File: src/rtl/ask4_sym_upsampler.sv
// ask4_sym_upsampler
//   Front end for the time-shared pulse-shaping filter. Accepts 2-bit Gray-coded
//   4-ASK symbols over a valid/ready handshake and buffers them in a small FIFO.
//   It emits one signed 1s17 sample per sam_clk_en. The first sample of every
//   UPS-sample frame carries the mapped symbol; the other samples are zeros.
//
// Ports
//   sys_clk        in   system clock (only clock)
//   reset          in   synchronous, active-high; discards everything buffered
//   sam_clk_en     in   one-cycle sample strobe
//   sym_data       in   Gray-coded symbol bits
//   sym_valid      in   sym_data is valid
//   sym_ready      out  FIFO has room this cycle (decoded from registered level only)
//   clr_underflow  in   clears the sticky underflow flag
//   x_out          out  registered upsampled sample to the filter
//   sym_clk_en     out  one-cycle pulse: x_out was just loaded at a symbol slot
//   fifo_level     out  number of buffered symbols
//   underflow      out  sticky: a symbol slot found the FIFO empty
module ask4_sym_upsampler #(
   parameter int WIDTH      = 18,
   parameter int UPS        = 4,
   parameter int FIFO_DEPTH = 8,
   parameter int LVL_A      = 32768
) (
   input  logic                          sys_clk,
   input  logic                          reset,
   input  logic                          sam_clk_en,
   input  logic [1:0]                    sym_data,
   input  logic                          sym_valid,
   output logic                          sym_ready,
   input  logic                          clr_underflow,
   output logic signed [WIDTH-1:0]       x_out,
   output logic                          sym_clk_en,
   output logic [$clog2(FIFO_DEPTH):0]   fifo_level,
   output logic                          underflow
);

   localparam int PW  = $clog2(FIFO_DEPTH);
   localparam int LW  = PW + 1;
   localparam int PHW = $clog2(UPS);

   // Level constants are fixed at elaboration, so the datapath never multiplies.
   localparam logic signed [WIDTH-1:0] LVL_P1 = WIDTH'(LVL_A);
   localparam logic signed [WIDTH-1:0] LVL_P3 = WIDTH'(3 * LVL_A);
   localparam logic signed [WIDTH-1:0] LVL_M1 = WIDTH'(-LVL_A);
   localparam logic signed [WIDTH-1:0] LVL_M3 = WIDTH'(-3 * LVL_A);

   // The outer level 3a must fit in 1s17. The pointers rely on wrap-around of a power-of-two depth.
   if (LVL_A > 43690 || LVL_A < 0) begin : g_lvl_chk
      $error("ask4_sym_upsampler: LVL_A must be in 0..43690");
   end
   if (UPS < 2) begin : g_ups_chk
      $error("ask4_sym_upsampler: UPS must be >= 2");
   end
   if (FIFO_DEPTH < 2 || (FIFO_DEPTH & (FIFO_DEPTH - 1)) != 0) begin : g_depth_chk
      $error("ask4_sym_upsampler: FIFO_DEPTH must be a power of 2, >= 2");
   end

   // Gray map: 00 -> -3a, 01 -> -a, 11 -> +a, 10 -> +3a
   function automatic logic signed [WIDTH-1:0] gray_map(input logic [1:0] sym);
      logic signed [WIDTH-1:0] lvl;
      case (sym)
         2'b00:   lvl = LVL_M3;
         2'b01:   lvl = LVL_M1;
         2'b11:   lvl = LVL_P1;
         2'b10:   lvl = LVL_P3;
         default: lvl = LVL_P3;
      endcase
      return lvl;
   endfunction

   logic [1:0]              mem_q [FIFO_DEPTH];
   logic [PW-1:0]           wr_ptr_q, wr_ptr_d;
   logic [PW-1:0]           rd_ptr_q, rd_ptr_d;
   logic [LW-1:0]           level_q, level_d;
   logic [PHW-1:0]          ph_q, ph_d;
   logic signed [WIDTH-1:0] x_q, x_d;
   logic                    sce_q, sce_d;
   logic                    uf_q, uf_d;

   logic full_s, empty_s, push_s, slot_s, pop_s;

   // Handshake, slot detection and next-state for all control/datapath registers
   always_comb begin
      full_s   = (level_q == LW'(FIFO_DEPTH));
      empty_s  = (level_q == {LW{1'b0}});
      push_s   = sym_valid && !full_s;
      slot_s   = sam_clk_en && (ph_q == {PHW{1'b0}});
      // The pop decision uses the pre-edge level, so a same-cycle push into an empty FIFO is not popped.
      pop_s    = slot_s && !empty_s;

      wr_ptr_d = wr_ptr_q;
      rd_ptr_d = rd_ptr_q;
      level_d  = level_q;
      ph_d     = ph_q;
      x_d      = x_q;
      sce_d    = slot_s;
      uf_d     = uf_q;

      if (push_s) begin
         wr_ptr_d = wr_ptr_q + PW'(1);
      end else begin
         wr_ptr_d = wr_ptr_q;
      end

      if (pop_s) begin
         rd_ptr_d = rd_ptr_q + PW'(1);
      end else begin
         rd_ptr_d = rd_ptr_q;
      end

      case ({push_s, pop_s})
         2'b10:   level_d = level_q + LW'(1);
         2'b01:   level_d = level_q - LW'(1);
         default: level_d = level_q;
      endcase

      if (sam_clk_en) begin
         if (ph_q == PHW'(UPS - 1)) begin
            ph_d = {PHW{1'b0}};
         end else begin
            ph_d = ph_q + PHW'(1);
         end
         // Every strobe reloads x: a symbol at a populated slot, a zero otherwise
         if (pop_s) begin
            x_d = gray_map(mem_q[rd_ptr_q]);
         end else begin
            x_d = {WIDTH{1'b0}};
         end
      end else begin
         ph_d = ph_q;
         x_d  = x_q;
      end

      // Setting the flag takes priority over clearing it
      if (slot_s && empty_s) begin
         uf_d = 1'b1;
      end else if (clr_underflow) begin
         uf_d = 1'b0;
      end else begin
         uf_d = uf_q;
      end
   end

   // Symbol storage; contents need no reset because the pointers define validity
   always_ff @(posedge sys_clk) begin
      if (push_s && !reset) begin
         mem_q[wr_ptr_q] <= sym_data;
      end
   end

   // State registers with synchronous reset
   always_ff @(posedge sys_clk) begin
      if (reset) begin
         wr_ptr_q <= {PW{1'b0}};
         rd_ptr_q <= {PW{1'b0}};
         level_q  <= {LW{1'b0}};
         ph_q     <= {PHW{1'b0}};
         x_q      <= {WIDTH{1'b0}};
         sce_q    <= 1'b0;
         uf_q     <= 1'b0;
      end else begin
         wr_ptr_q <= wr_ptr_d;
         rd_ptr_q <= rd_ptr_d;
         level_q  <= level_d;
         ph_q     <= ph_d;
         x_q      <= x_d;
         sce_q    <= sce_d;
         uf_q     <= uf_d;
      end
   end

   assign sym_ready  = !full_s;
   assign x_out      = x_q;
   assign sym_clk_en = sce_q;
   assign fifo_level = level_q;
   assign underflow  = uf_q;

endmodule

File: config.mk
export PLATFORM = sky130hd
export DESIGN_NAME = ask4_sym_upsampler
export DESIGN_NICKNAME = d
export VERILOG_FILES = /design/src/rtl/ask4_sym_upsampler.sv
export SDC_FILE = /design/constraint.sdc
export NUM_CORES = 1
export LEC_CHECK = 0
export CORE_MARGIN = 10
export CORE_UTILIZATION = 28
export CTS_CLUSTER_DIAMETER = 100
export CTS_CLUSTER_SIZE = 20
export DETAILED_ROUTE_END_ITERATION = 12
export GPL_TIMING_DRIVEN = 1
export HOLD_SLACK_MARGIN = 0.08
export PLACE_DENSITY = 0.58
export SLEW_MARGIN = 30
export SYNTH_ARGS = -nofsm -noshare
export SYNTH_HDL_FRONTEND = slang
export SYNTH_SLANG_ARGS = --single-unit
File: constraint.sdc
create_clock -name sys_clk -period 2.2 [get_ports sys_clk]
set_input_delay 0.22 -clock sys_clk [delete_from_list [all_inputs] [get_ports sys_clk]]
set_output_delay 0.22 -clock sys_clk [all_outputs]
set_load 0.02 [all_outputs]
# After elaboration in Yosys (flattened, before gate mapping)
# Memory sizes are Yosys's and may differ from the RTL's. A register that Yosys moved wholly into a read port is not among the register bits.
# Cells that the tools add are included.
[word_totals]
ff_bits = 32
latchBits = 0
ram_bits = 16
mem_bits_ro = 0
in_bits = 7
output_inout_bits = 25
wordCells = 43
memories = 1
[mem_list]
columns = ["name", "depth", "width", "read_ports", "rd_ports_with_merged_regs", "write_ports", "line", "source"]
rows = [
  ["mem_q", 8, 2, 1, 1, 1, "72", "logic [1:0] mem_q [FIFO_DEPTH];"],
]
[classes]
add_sub_neg = 5
n_mul = 0
n_div = 0
order_cmp = 0
n_eq_ne = 7
shifts = 0
n_mux = 10
bitwise_logic = 0
reduce_logical = 13
[op_table]
columns = ["op", "count"]
rows = [
  ["one-hot mux 18 bit (4 select lines)", 1],
  ["two-way mux 18 bit", 1],
  ["== test 2 bit (second input constant)", 4],
  ["one-hot mux 4 bit (2 select lines)", 1],
  ["adder 3 x 1 -> 3 bit (second input constant)", 2],
  ["two-way mux 3 bit", 2],
  ["logical AND 1 bit", 5],
  ["adder 4 x 1 -> 4 bit (second input constant)", 1],
  ["== test 2 x 1 -> 1 bit (second input constant)", 2],
  ["== test 4 bit (second input constant)", 1],
  ["zero test 2 bit", 2],
  ["zero test 4 bit", 1],
  ["two-way mux 1 bit", 4],
  ["nonzero test 2 bit", 2],
  ["subtractor 4 x 1 -> 4 bit (second input constant)", 1],
  ["zero test 1 bit", 3],
  ["adder 2 x 1 -> 2 bit (second input constant)", 1],
  ["two-way mux 2 bit", 1],
]

# Depth between registers and ports, before layout
# Gate-level depths: netlist of run 1.
[depth]
word_depth = 6
mapped_depth = 11
ltp_nobuf = 11

# Least setup slack after synthesis of run 1
# Ideal clock, no wire load.
[synth_timing]
path_kind = "flip-flop to flip-flop"
start = "register level_q[1], in the netlist fifo_level[1]"
end = "register level_q[2], in the netlist fifo_level[2]"
t_arrival_ns = 2.415
required_time_ns = 2.129
setup_slack_ns = -0.286
path_stages_with_launch = 12
period_less_slack_ns = 2.486
cell_sequence = "dfxtp_1 > buf_6 > or4b_4 > buf_6 > nand2_8 > ha_1 > xor2_1 > ha_1 > a21oi_1 > xor2_1 > or3_1 > a21oi_1"
[synth_via]
elab_chain_len = 5
elab_cells_between_ends = 12
classes_between = "add/sub (2); eq/ne (3); mux (1); reduce/logical (6)"
[synth_lines]
columns = ["element", "line", "source"]
rows = [
  ["from (decl)", "75", "logic [LW-1:0] level_q, level_d;"],
  ["from (signal assigned)", "157", "level_q <= {LW{1'b0}};"],
  ["from (signal assigned)", "165", "level_q <= level_d;"],
  ["== test 4 bit *", "85", "full_s = (level_q == LW'(FIFO_DEPTH));"],
  ["zero test 1 bit *", "n/a", ""],
  ["via sym_ready", "30", "output logic sym_ready,"],
  ["logical AND 1 bit *", "87", "push_s = sym_valid && !full_s;"],
  ["== test 2 x 1 -> 1 bit / == test 2 bit (equally long branches)", "112", "case ({push_s, pop_s})"],
  ["one-hot mux 4 bit (2 select lines) / nonzero test 2 bit (equally long branches)", "n/a", ""],
]
# The timed path passes the listed nets; every way through them passes the cells marked *.
# A chain may end at the register's enable or synchronous reset.

# Worst setup path after layout of run 1
[layout_timing]
start = "register level_q[0], in the netlist fifo_level[0]"
end = "register level_q[2], in the netlist fifo_level[2]"
[layout_via]
elab_chain_len = 5
elab_cells_between_ends = 12
classes_between = "add/sub (2); eq/ne (3); mux (1); reduce/logical (6)"
[layout_lines]
columns = ["element", "line"]
rows = [
  ["== test 4 bit / zero test 4 bit (equally long branches)", "85, 86"],
  ["zero test 1 bit, on equally long branches", "87, 90"],
  ["logical AND 1 bit, on equally long branches", "87, 90"],
  ["== test 2 x 1 -> 1 bit / == test 2 bit (equally long branches)", "112"],
  ["one-hot mux 4 bit (2 select lines) / nonzero test 2 bit (equally long branches)", "n/a"],
]
# Parallel ways exist; a longest one is shown, timed or not.

==> results.cfg, run 1 <==
[hold_path]
holdPathStages = 2
hold_class = flop to flop

[floorplanning]
io_pins = 32
dieArea_mm2 = 0.00962
core_area_mm2 = 0.00592
initial_core_util = 0.288
fp.dieW_um = 98.1
rows = 28
die_h_um = 98.1

[sta]
fin_crit_ns = 2.16
fin_ws_ns = 0.0406
skew_ns = 0.00707
max_freq_mhz = 463
slew_violations = 0
post-route-period-util = 0.982
setup_viol = 0
hold_viol_final = 0
rsz0062_at_grt = true

[cells_and_area]
final_layout_size_suffix_gt1_frac = 0.222
n_fill_cell = 605
diodes = 0
area_growth_pct = 24.2
final_nets = 195

[critical_path]
worst_r2r_path_depth = 9
worst-setup-path-type = flop to flop
crit_path_end_kind = flop
cp_max_fo = 3
start_kind = flop
arrival_ns = 2.38
critPathRequiredTime_ns = 2.42

[synthesis]
synthCells = 146
ys.flop_type = dfxtp_1
synth_cell_types = 37
synth-seq-area-share = 0.516
synth_edf_count = 16
ys_top_cells_by_area = edfxtp_1, dfxtp_1, buf_4, ha_1, mux4_2
post_synth.cell_area_avg_um2 = 11.7
synth_top_cell_area_share = 0.281
synth-seq-cells = 36
synth_warnings = 0
synth_area_mm2 = 0.00171
async_flop_share = 0
synth_area_leader_cell = edfxtp_1

[cts]
postCtsSetupRepairBufs = 0
postCtsHoldBufs = 0
cts_tree = done
cts_htree_levels = 2
cts.repair.resized = 0
numCtsBuffers = 5
clock-sinks = 36
cts_root_buf = clkbuf_8
max-clock-path-buffers = 2
clock_latency_ns = 0.28
clk_pin_slew_ns = 0.07

[global_routing]
grt_start_max_net_pins = 13
grt_first_pass_wirelength_mm = 5.08
grt_pass1_vias = 1053
track_usage = 0.0641
grt_overflow = 0
antenna_found_initial = 0

[routing]
routedWlPerCell_um = 11.6
routed_via_density = 4.23
vias = 1078
postRouteAntennaNets = 0
routed_wirelength_mm = 2.96
firstDrtPassIters = 4
drc_errors = 0
drtIter0Drc = 30

[placement]
gpl.final_weighted_congestion = 0.714
dpl.hpwl_mm = 2.32
dp_slack_ns = 0.0374
io_buffers = 16

[power]
vdd_drop_max_mv = 0.432
leakagePower_nw = 0.808
pwr_density_cell_mw_per_mm2 = 940
p_total_w = 0.00199

[flow_run]
drv_cap = 0

[run_status]
status = finished clean
flip-flops by register name (all words and copies together) (netlist names), named ones only:
name and count:
mem_q 16, rd_ptr_q 3, x_out 3, sym_clk_en 1, wr_ptr_q 3, underflow 1, ph_q 2, fifo_level 4
area by class of cell:
type	count	area [µm²]	area share
timing repair buffer	31	273	0.129
multi-input combinational	100	746	0.352
sequential	36	887	0.418
tap	75	93.8	0.0442
inverter	5	18.8	0.00885
clock buffer	7	97.6	0.0460
clock inverter	1	5.00	0.00236
kinds of logic after synthesis:
logic type,Yosys count,share of synthesized area
buffers and inverters,24,0.0945
other,1,0.00220
muxes,10,0.0886
AOI/OAI and AO/OA,13,0.0476
DFF,36,0.516
adders and majority gates,9,0.0659
xor gates and xnor gates,7,0.0403
and+or+nand+nor,46,0.145
worst paths after layout:
path,start,endpoint,slack [ns]
setup / recovery,fifo_level[0]$_SDFFE_PP0P_,fifo_level[2]$_SDFFE_PP0P_,0.04
hold / removal,x_out[17]$_SDFFE_PP0P_,x_out[17]$_SDFFE_PP0P_,0.45
setup reg to reg,fifo_level[0]$_SDFFE_PP0P_,fifo_level[2]$_SDFFE_PP0P_,0.04
hold reg to reg,x_out[17]$_SDFFE_PP0P_,x_out[17]$_SDFFE_PP0P_,0.45
power by group:
group          internal (W)  total (W)  switching, W  leakage [nW]
Sequential         0.000775   0.000853     0.0000776         0.309
Combinational      0.000329   0.000629      0.000300         0.445
Clock              0.000290   0.000513      0.000222        0.0534
Yosys cell counts, types with 2 or more instances:
master    count
nand2_1       5
mux4_2        4
buf_1         2
nor3b_1       2
o21ai_0       3
mux2i_1       5
xor2_1        4
buf_4        15
nand3_1       3
ha_1          9
xnor2_1       2
buf_6         2
inv_1         5
dfxtp_1      20
edfxtp_1     16
nor2_1       21
nor3_1        4
a21oi_1       5
per-stage QoR:
stage	cells	hold WS [ns]	cell area, µm²	utilization	TNS, ns
2_1_floorplan	160	0.319	1790	-	-0.205
3_3_place_gp	247	0.446	2010	0.339	0
3_5_place_dp	247	0.447	2010	0.339	0
4_1_cts	255	0.457	2110	0.356	0
5_1_grt	255	0.499	2120	0.358	-0.0942
6_report	255	0.453	2120	0.358	0
placed cells by master (no fill, tap or decap), drive strengths merged, types with 2 or more instances in the layout:
master and count:
conb 15, nor3b 2, clkbuf 7, a21oi 6, nor4 2, nand3 3, ha 9, clkdlybuf4s50 16
nor2 22, mux4 4, xor2 5, mux2i 5, inv 5, xnor2 2, nor3 4, dfxtp 20
buf 15, edfxtp 16, o21ai 3, nand2 7
critical path, cell delays in order, from the launching register on:
cell and delay (ns):
dfxtp_2 0.34, or4b_4 0.58, nand2_8 0.10, ha_4 0.13, xor2_1 0.15, ha_2 0.18
a21oi_1 0.04, xor2_1 0.15, or3_1 0.32, a21oi_2 0.11
routing by layer:
metal  vias up  GRT usage  routed length, µm
li1        545          -                  -
met1       500     0.0677               1220
met2        26     0.0990               1400
met3         7     0.0352                269
met4         0     0.0369                 77
met5         -          0                  0
Note: power is estimated with default switching activity, not from simulation.
==> run 2: changes to the inputs <==
CAP_MARGIN = 10   (was default)
==> results of run 2 <==
No change in the layout: final DEF, timing and power equal those of run 1.
